<file path="src/rtl/muldiv_seq.sv">
// Sequencer that fronts a multiplier unit and a divider unit. It accepts one
// request at a time and issues it to the unit picked by the op code. It returns
// the selected half of the result through a valid/ready response port. It also
// supports flush/drain of in-flight work and a sticky busy-timeout error flag.
module muldiv_seq #(
  parameter int TIMEOUT = 64
) (
  input  logic        clk,
  input  logic        reset,

  input  logic        req_valid,
  output logic        req_ready,
  input  logic [3:0]  req_op,
  input  logic        req_sign,
  input  logic [31:0] req_src1,
  input  logic [31:0] req_src2,
  input  logic        flush,

  output logic        mul_in_valid,
  output logic [1:0]  mul_in_sign,
  output logic [31:0] mul_src1,
  output logic [31:0] mul_src2,
  input  logic        mul_out_valid,
  input  logic [31:0] mul_hi,
  input  logic [31:0] mul_lo,

  output logic        div_in_valid,
  input  logic        div_in_ready,
  output logic        div_signed,
  output logic [31:0] div_src1,
  output logic [31:0] div_src2,
  input  logic        div_out_valid,
  input  logic [31:0] quotient,
  input  logic [31:0] remainder,

  output logic        resp_valid,
  input  logic        resp_ready,
  output logic [31:0] resp_data,

  output logic        busy,
  output logic        err
);

  typedef enum logic [2:0] {
    S_IDLE,
    S_MUL_BUSY,
    S_DIV_BUSY,
    S_RESP,
    S_DRAIN
  } state_t;

  localparam int              CW       = $clog2(TIMEOUT + 1);
  localparam logic [CW-1:0]   CNT_LAST = CW'(TIMEOUT - 1);

  state_t        state_q, state_d;
  logic [3:0]    op_q;
  logic          sign_q;
  logic [31:0]   src1_q, src2_q;
  logic          issued_q, issued_d;   // issue handshake to the unit has completed
  logic [CW-1:0] cnt_q, cnt_d;
  logic          err_q, err_d;
  logic [31:0]   resp_data_q, resp_data_d;

  logic          accept;
  logic          op_div;
  logic          unit_out_valid;
  logic          unit_done;
  logic          timeout_hit;
  logic [31:0]   unit_result;

  // The lowest set op bit picks the unit: bit0/bit2 multiply, bit1/bit3 divide.
  function automatic logic op_is_div(input logic [3:0] op);
    return ~op[0] & (op[1] | (~op[2] & op[3]));
  endfunction

  assign req_ready    = (state_q == S_IDLE) & ~flush;
  assign accept       = req_valid & req_ready;
  assign op_div       = op_is_div(op_q);

  // A flush cancels an issue that has not handshaked yet, so unit valids are
  // gated by it and never show up in the cycle we abandon the request.
  assign mul_in_valid = (state_q == S_MUL_BUSY) & ~issued_q & ~flush;
  assign div_in_valid = (state_q == S_DIV_BUSY) & ~issued_q & ~flush;
  assign mul_in_sign  = {~sign_q, ~sign_q};
  assign mul_src1     = src1_q;
  assign mul_src2     = src2_q;
  assign div_signed   = sign_q;
  assign div_src1     = src1_q;
  assign div_src2     = src2_q;

  // Unit results are only meaningful once the issue handshake is done; earlier
  // pulses (including stale ones from an aborted operation) are ignored.
  assign unit_out_valid = op_div ? div_out_valid : mul_out_valid;
  assign unit_done      = issued_q & unit_out_valid;
  assign unit_result    = op_div ? (op_q[1] ? remainder : quotient)
                                 : (op_q[0] ? mul_lo    : mul_hi);
  assign timeout_hit    = (cnt_q == CNT_LAST);

  assign resp_valid = (state_q == S_RESP);
  assign resp_data  = resp_data_q;
  assign busy       = (state_q != S_IDLE);
  assign err        = err_q;

  // Next-state, issue tracking, response capture and timeout decisions.
  always_comb begin
    // NOTE: every variable gets a default first so no path can infer a latch.
    state_d     = state_q;
    issued_d    = issued_q;
    resp_data_d = resp_data_q;
    err_d       = err_q;

    unique case (state_q)
      S_IDLE: begin
        if (accept) begin
          issued_d = 1'b0;
          if (req_op == 4'b0000) begin
            resp_data_d = '0;
            state_d     = S_RESP;
          end else if (op_is_div(req_op)) begin
            state_d = S_DIV_BUSY;
          end else begin
            state_d = S_MUL_BUSY;
          end
        end
      end

      S_MUL_BUSY, S_DIV_BUSY: begin
        if (flush) begin
          // A result arriving in the flush cycle is dropped; nothing is left to drain.
          state_d = (issued_q && !unit_out_valid) ? S_DRAIN : S_IDLE;
        end else if (unit_done) begin
          resp_data_d = unit_result;
          state_d     = S_RESP;
        end else if (timeout_hit) begin
          err_d   = 1'b1;
          state_d = S_IDLE;
        end else if (mul_in_valid || (div_in_valid && div_in_ready)) begin
          issued_d = 1'b1;
        end
      end

      S_RESP: begin
        if (flush || resp_ready) begin
          state_d = S_IDLE;
        end
      end

      S_DRAIN: begin
        if (unit_done) begin
          state_d = S_IDLE;
        end else if (timeout_hit) begin
          err_d   = 1'b1;
          state_d = S_IDLE;
        end
      end

      default: state_d = S_IDLE;
    endcase
  end

  // Busy-cycle counter: restarts on every state change, runs only while busy.
  always_comb begin
    cnt_d = '0;
    if (state_d == state_q &&
        (state_q == S_MUL_BUSY || state_q == S_DIV_BUSY || state_q == S_DRAIN)) begin
      cnt_d = cnt_q + CW'(1);
    end
  end

  // State and datapath registers with synchronous reset.
  always_ff @(posedge clk) begin
    // NOTE: sequential state uses non-blocking assignments so all registers
    // update together from values sampled before the edge.
    if (reset) begin
      state_q     <= S_IDLE;
      issued_q    <= 1'b0;
      cnt_q       <= '0;
      err_q       <= 1'b0;
      resp_data_q <= '0;
      op_q        <= '0;
      sign_q      <= 1'b0;
      src1_q      <= '0;
      src2_q      <= '0;
    end else begin
      state_q     <= state_d;
      issued_q    <= issued_d;
      cnt_q       <= cnt_d;
      err_q       <= err_d;
      resp_data_q <= resp_data_d;
      if (accept) begin
        op_q   <= req_op;
        sign_q <= req_sign;
        src1_q <= req_src1;
        src2_q <= req_src2;
      end
    end
  end

endmodule
</file>
<file path="config.mk">
export PLATFORM = sky130hd
export DESIGN_NAME = muldiv_seq
export DESIGN_NICKNAME = d
export VERILOG_FILES = /design/src/rtl/muldiv_seq.sv
export SDC_FILE = /design/constraint.sdc
export NUM_CORES = 1
export LEC_CHECK = 0
export ABC_AREA = 1
export CORE_AREA = 2 2 144 146
export CTS_CLUSTER_SIZE = 25
export DETAILED_ROUTE_END_ITERATION = 10
export DIE_AREA = 0 0 146 148
export HOLD_SLACK_MARGIN = 0.03
export PLACE_DENSITY = 0.69
export SYNTH_ARGS = -nofsm -noshare
export SYNTH_HDL_FRONTEND = slang
export SYNTH_SLANG_ARGS = --single-unit
</file>
<file path="constraint.sdc">
create_clock -name clk -period 1.6 [get_ports clk]
set_clock_uncertainty 0.1 [all_clocks]
set_input_delay 0.32 -clock clk [delete_from_list [all_inputs] [get_ports clk]]
set_output_delay 0.32 -clock clk [all_outputs]
set_load 0.02 [all_outputs]
</file>
## Word-level counts from Yosys, hierarchy flattened

Index checks and enable logic that the tools add are counted.

- Register bits after elaboration: 113
- Input port bits: 205

- Add/subtract/negate cells: 1
- Equal/unequal tests: 13
- Multiplexer cells: 29
- Bitwise logic cells: 21
- Reductions and logical operators: 18

Operator list:

| kind | number |
|---|---|
| two-way mux 32 bit | 7 |
| one-hot mux 32 bit (2 select lines) | 1 |
| two-way mux 3 bit | 7 |
| != test 2 bit (second input constant) | 6 |
| one-hot mux 3 bit (4 select lines) | 1 |
| AND 1 bit | 11 |
| two-way mux 1 bit | 9 |
| inverter 1 bit | 8 |
| adder 7 x 1 -> 7 bit (second input constant) | 1 |
| == test 7 x 6 -> 1 bit (second input constant) | 1 |
| == test 3 x 2 -> 1 bit (second input constant) | 2 |
| AND reduction 6 bit | 1 |
| AND reduction 5 bit | 1 |
| zero test 4 bit | 1 |
| logical OR 1 bit | 4 |
| two-way mux 2 bit | 2 |
| one-hot mux 1 bit (2 select lines) | 2 |
| nonzero test 2 bit | 2 |
| OR reduction 2 bit | 2 |
| == test 3 x 1 -> 1 bit (second input constant) | 1 |
| == test 3 bit | 1 |
| == test 3 bit (second input constant) | 1 |
| logical AND 1 bit | 3 |
| zero test 3 bit | 1 |
| 5 further kinds | 6 |

## Logic depth before layout (Yosys ltp)

- Word-level depth: 14
- Depth in mapped cells: 14

## Worst setup path after synthesis

No wires, ideal clock.

- Path type: reg2reg
- Start: register state_q[1]
- End: register resp_data_q[8], in the netlist resp_data[8]
- Setup time: 0.119 ns
- Arrival time: 1.472 ns
- Data required time: 1.381 ns
- Setup slack: -0.091 ns
- Cell stages (with the launch flop): 11
- Cell sequence: dfxtp_1 -> nor2_2 -> nand2_1 -> a31o_2 -> nand2_1 -> nor2_2 -> nand2_2 -> inv_4 -> buf_6 -> o21ai_1 -> a21oi_2

- Word-level cells in the longest chain between the ends: 5
- Elaborated cells between the ends (all ways): 13
- Classes of those cells: eq/ne: 6; mux: 1; bitwise: 2; reduce/logical: 4

Ends and longest elaborated chain:

| element | RTL line | text |
|---|---|---|
| start, declared | 55 | `state_t state_q, state_d;` |
| start signal, assigned | 185 | `state_q <= state_d;` |
| zero test 3 bit | 76, 112 |  |
| AND 1 bit | 76 | `assign req_ready = (state_q == S_IDLE) & ~flush;` |
| AND 1 bit | 77 | `assign accept = req_valid & req_ready;` |
| != test 2 bit (no line) | n/a |  |
| AND reduction 5 bit (no line) | n/a |  |
| end signal, assigned | 189 | `resp_data_q <= resp_data_d;` |
| end, declared | 62 | `logic [31:0] resp_data_q, resp_data_d;` |

Parallel ways exist; a longest one is shown, timed or not.
A chain may end at the register's enable or synchronous reset.

## Final worst setup path

- Start: register state_q[1]
- End: register resp_data_q[29], in the netlist resp_data[29]

The elaborated chain is that of the path after synthesis.

==> flow_metrics.py <==
metrics = {
    "floorplanning": {
        "initial_utilization_pct": 29.6,
        "rows": 52,
        "core_area_um2": 20000,
        "io_pins": 374,
        "die_w_um": 146,
        "fp.dieArea_um2": 21600,
        "fp.dieH_um": 148,
    },
    "critical_path": {
        "cpMostUsedCell": "nand2_4",
        "crit_slowest_cell": "dfxtp_4",
        "startpoint_type": "flop",
        "path_cells": "nor2_4 -> nand2_4 -> a31o_4 -> nand2_4 -> nor2_4 -> nand2_4 -> clkinv_8 -> buf_12 -> buf_12 -> o21ai_4 -> a21oi_2",
        "path_class": "reg -> reg",
        "critPathMaxFanout": 7,
        "critical_path.max_stage_delay_ns": 0.37,
        "critPathArrivalTime_ns": 2.04,
        "critPathRequiredTime_ns": 1.80,
        "end_kind": "flop",
    },
    "route": {
        "viasPerCell": 4.85,
        "postRouteWirelength_um": 26600,
        "drtIter0Drc": 217,
        "vias": 7320,
        "avgRoutedWirePerCell_um": 17.6,
        "drtPass1Iterations": 6,
        "ant_nets": 0,
        "drc": 0,
    },
    "synthesis": {
        "syn_area_um2": 5930,
        "ys.flop_type": "dfxtp_1",
        "synth_area_per_cell_um2": 6.87,
        "ys_seq_area_share_pct": 38.1,
        "synth_edf_count": 0,
        "ys_ff_latch": 113,
        "synth_nets": 1070,
        "synth-warning-count": 0,
        "synth_cell_type_count": 29,
        "netlist_instances": 864,
        "async_flop_share_pct": 0,
    },
    "placed_design": {
        "hpwl_um": 17400,
        "pre_cts_slack_ns": -0.650,
        "place_congestion": 0.859,
        "port_buffers": 373,
        "dpl.cell_count": 1441,
    },
    "clocking": {
        "hold_buffers": 0,
        "clkLatencyLatePin_ns": 0.41,
        "root_buffer": "clkbuf_16",
        "htreeDepth": 4,
        "numClockSinks": 113,
        "clockBufferDepth": 2,
        "cts_tree": "yes",
        "cts_made_buffers": 17,
        "clkTransAtPathRegs_ns": 0.06,
    },
    "timing": {
        "slew_viol_final": 0,
        "finalSetupTns_ns": -16.70,
        "worst_slew_pin_slew_ns": 0.904,
        "rsz0062_at_grt": "true",
        "finalWorstSetupSlack_ns": -0.237,
        "setup_viol": 109,
        "min_period_ns": 1.84,
        "fmax_mhz": 544,
        "slew_headroom_pct": 39.7,
        "period_share_pct": 115,
        "hold_violations": 0,
    },
    "pwr": {
        "p_switching_mw": 2.98,
        "internal_power_mw": 6.94,
        "seq_power_share_pct": 30.9,
        "ir_worst_vdd_v": 0.000549,
        "swShare_pct": 30.0,
        "combPwrFrac_pct": 27.5,
        "pwr-share-clk_pct": 41.6,
        "p_leak_nw": 5.11,
        "power_density_nw_per_um2": 816,
    },
    "cells_and_area": {
        "final_cell_mix": "nand2_1, clkdlybuf4s50_1, dlygate4sd2_1, dfxtp_1, nand3_1",
        "drive_gt1_share_pct": 31.2,
        "finalNetCount": 1431,
        "final_cells": 1509,
        "nFillCells": 1798,
        "areaGrowthSynthToFinish_pct": 105,
        "final_common_cell": "nand2_1",
    },
    "global_routing": {
        "grtUsageTotal_pct": 22.4,
        "grt_pass1_vias": 7051,
        "grt_overflow": 0,
        "grt_antenna_before_repair": 1,
        "grt_start_max_net_pins": 66,
        "grt_pass1_wl_um": 38100,
    },
    "outcome": {
        "status": "finished with violations",
        "violations": "negative setup slack",
    },
    "flow_run": {
        "max_cap_violations": 0,
    },
    "worst_hold_path": {
        "worst_hold_path_type": "in -> reg",
    },
}
[worst paths after layout]
kind,from,endpoint,slack (ns),cells past startpoint
min reg2reg,err,err,0.35,2
min,req_valid,state_q[1],0.33,4
max,state_q[1],resp_data[29],-0.24,11
max reg2reg,state_q[1],resp_data[29],-0.24,11
[flip-flops by register name (all words and copies together) (netlist names)]
| name | count |
|---|---|
| div_src2 | 32 |
| err | 1 |
| cnt_q | 7 |
| div_signed | 1 |
| div_src1 | 32 |
| issued_q | 1 |
| op_q | 4 |
| resp_data | 32 |
| state_q | 3 |
[per-layer routing]
layer | track usage [%] | wire length (um) | vias up
li1 | - | - | 3527
met1 | 24.3 | 9870 | 3437
met2 | 42.5 | 14300 | 304
met3 | 5.80 | 1710 | 52
met4 | 7.14 | 739 | 0
met5 | 0 | 0 | -
[cell families (layout without fill, tap and decap cells)]
logic type	count (synthesis)	in the layout	synth area share [%]
AO/OA/AOI/OAI	153	153	14.4
XOR/XNOR	4	4	0.590
adder cells (fa/ha/maj)	1	1	0.211
buffers and inverters	156	530	15.1
flip-flops	113	113	38.1
other	0	1	0
AND/OR/NAND/NOR	437	437	31.5
[critical path: cells and delay by family, from the launching register on]
kind,cells,cell delay [ns]
simple gates,5,0.47
compound gates,3,0.40
flops,1,0.37
buf+inv,3,0.36
[power groups by stage]
stage                     clock network (mW)  logic, mW  registers (mW)
final                                   4.13       2.73            3.06
after floorplan                            0      0.955            3.24
after global placement                     0       2.21            3.12
after detailed placement                   0       2.24            3.12
after CTS                               4.20       2.45            3.05
after global routing                    4.35       2.90            3.08
[what timing repair did]
| action | in CTS | in global routing |
|---|---|---|
| pin swaps | 35 | 88 |
| gates cloned | 12 | 4 |
| buffers inserted | 19 | 14 |
| endpoints found under the setup margin | 275 | 145 |
| resized for setup | 293 | 278 |
[Yosys cell counts (3+ instances only)]
cell,count,share of area [%]
nand2_2,5,0.53
inv_2,4,0.25
clkbuf_1,41,2.6
nand2_1,248,16
buf_2,7,0.59
buf_4,73,9.2
nand4_1,3,0.32
o21ai_0,13,1.1
buf_1,4,0.25
nor2_1,24,1.5
buf_6,3,0.57
a31oi_1,11,1.2
inv_1,22,1.4
a21oi_2,19,2.8
nand3_1,151,13
dfxtp_1,113,38
a21oi_1,89,7.5
o21ai_1,19,1.6
[area by class of cell]
class                   instances  area, um2  share of cell area, %
clock inverters                14        205                   1.69
well taps                     270        338                   2.78
flip-flops and latches        113       2270                   18.7
diodes                          1       2.50                 0.0206
clock buffers                  18        439                   3.61
repair buffers                470       4770                   39.3
multi-input cells             595       4000                   32.9
inverters                      28        125                   1.03
[metrics by stage]
stage          hold slack [ns]  area (um2)  total power [mW]  utilization [%]
2_1_floorplan            0.318        6020              4.20                -
3_5_place_dp             0.354        9870              5.36             49.2
6_report                 0.330       12200              9.92             60.6
4_1_cts                  0.274       11200              9.70             55.8
3_3_place_gp             0.345        9870              5.33             49.2
5_1_grt                  0.329       12200              10.3             60.6
No activity file was read; power rests on OpenSTA's default activity.
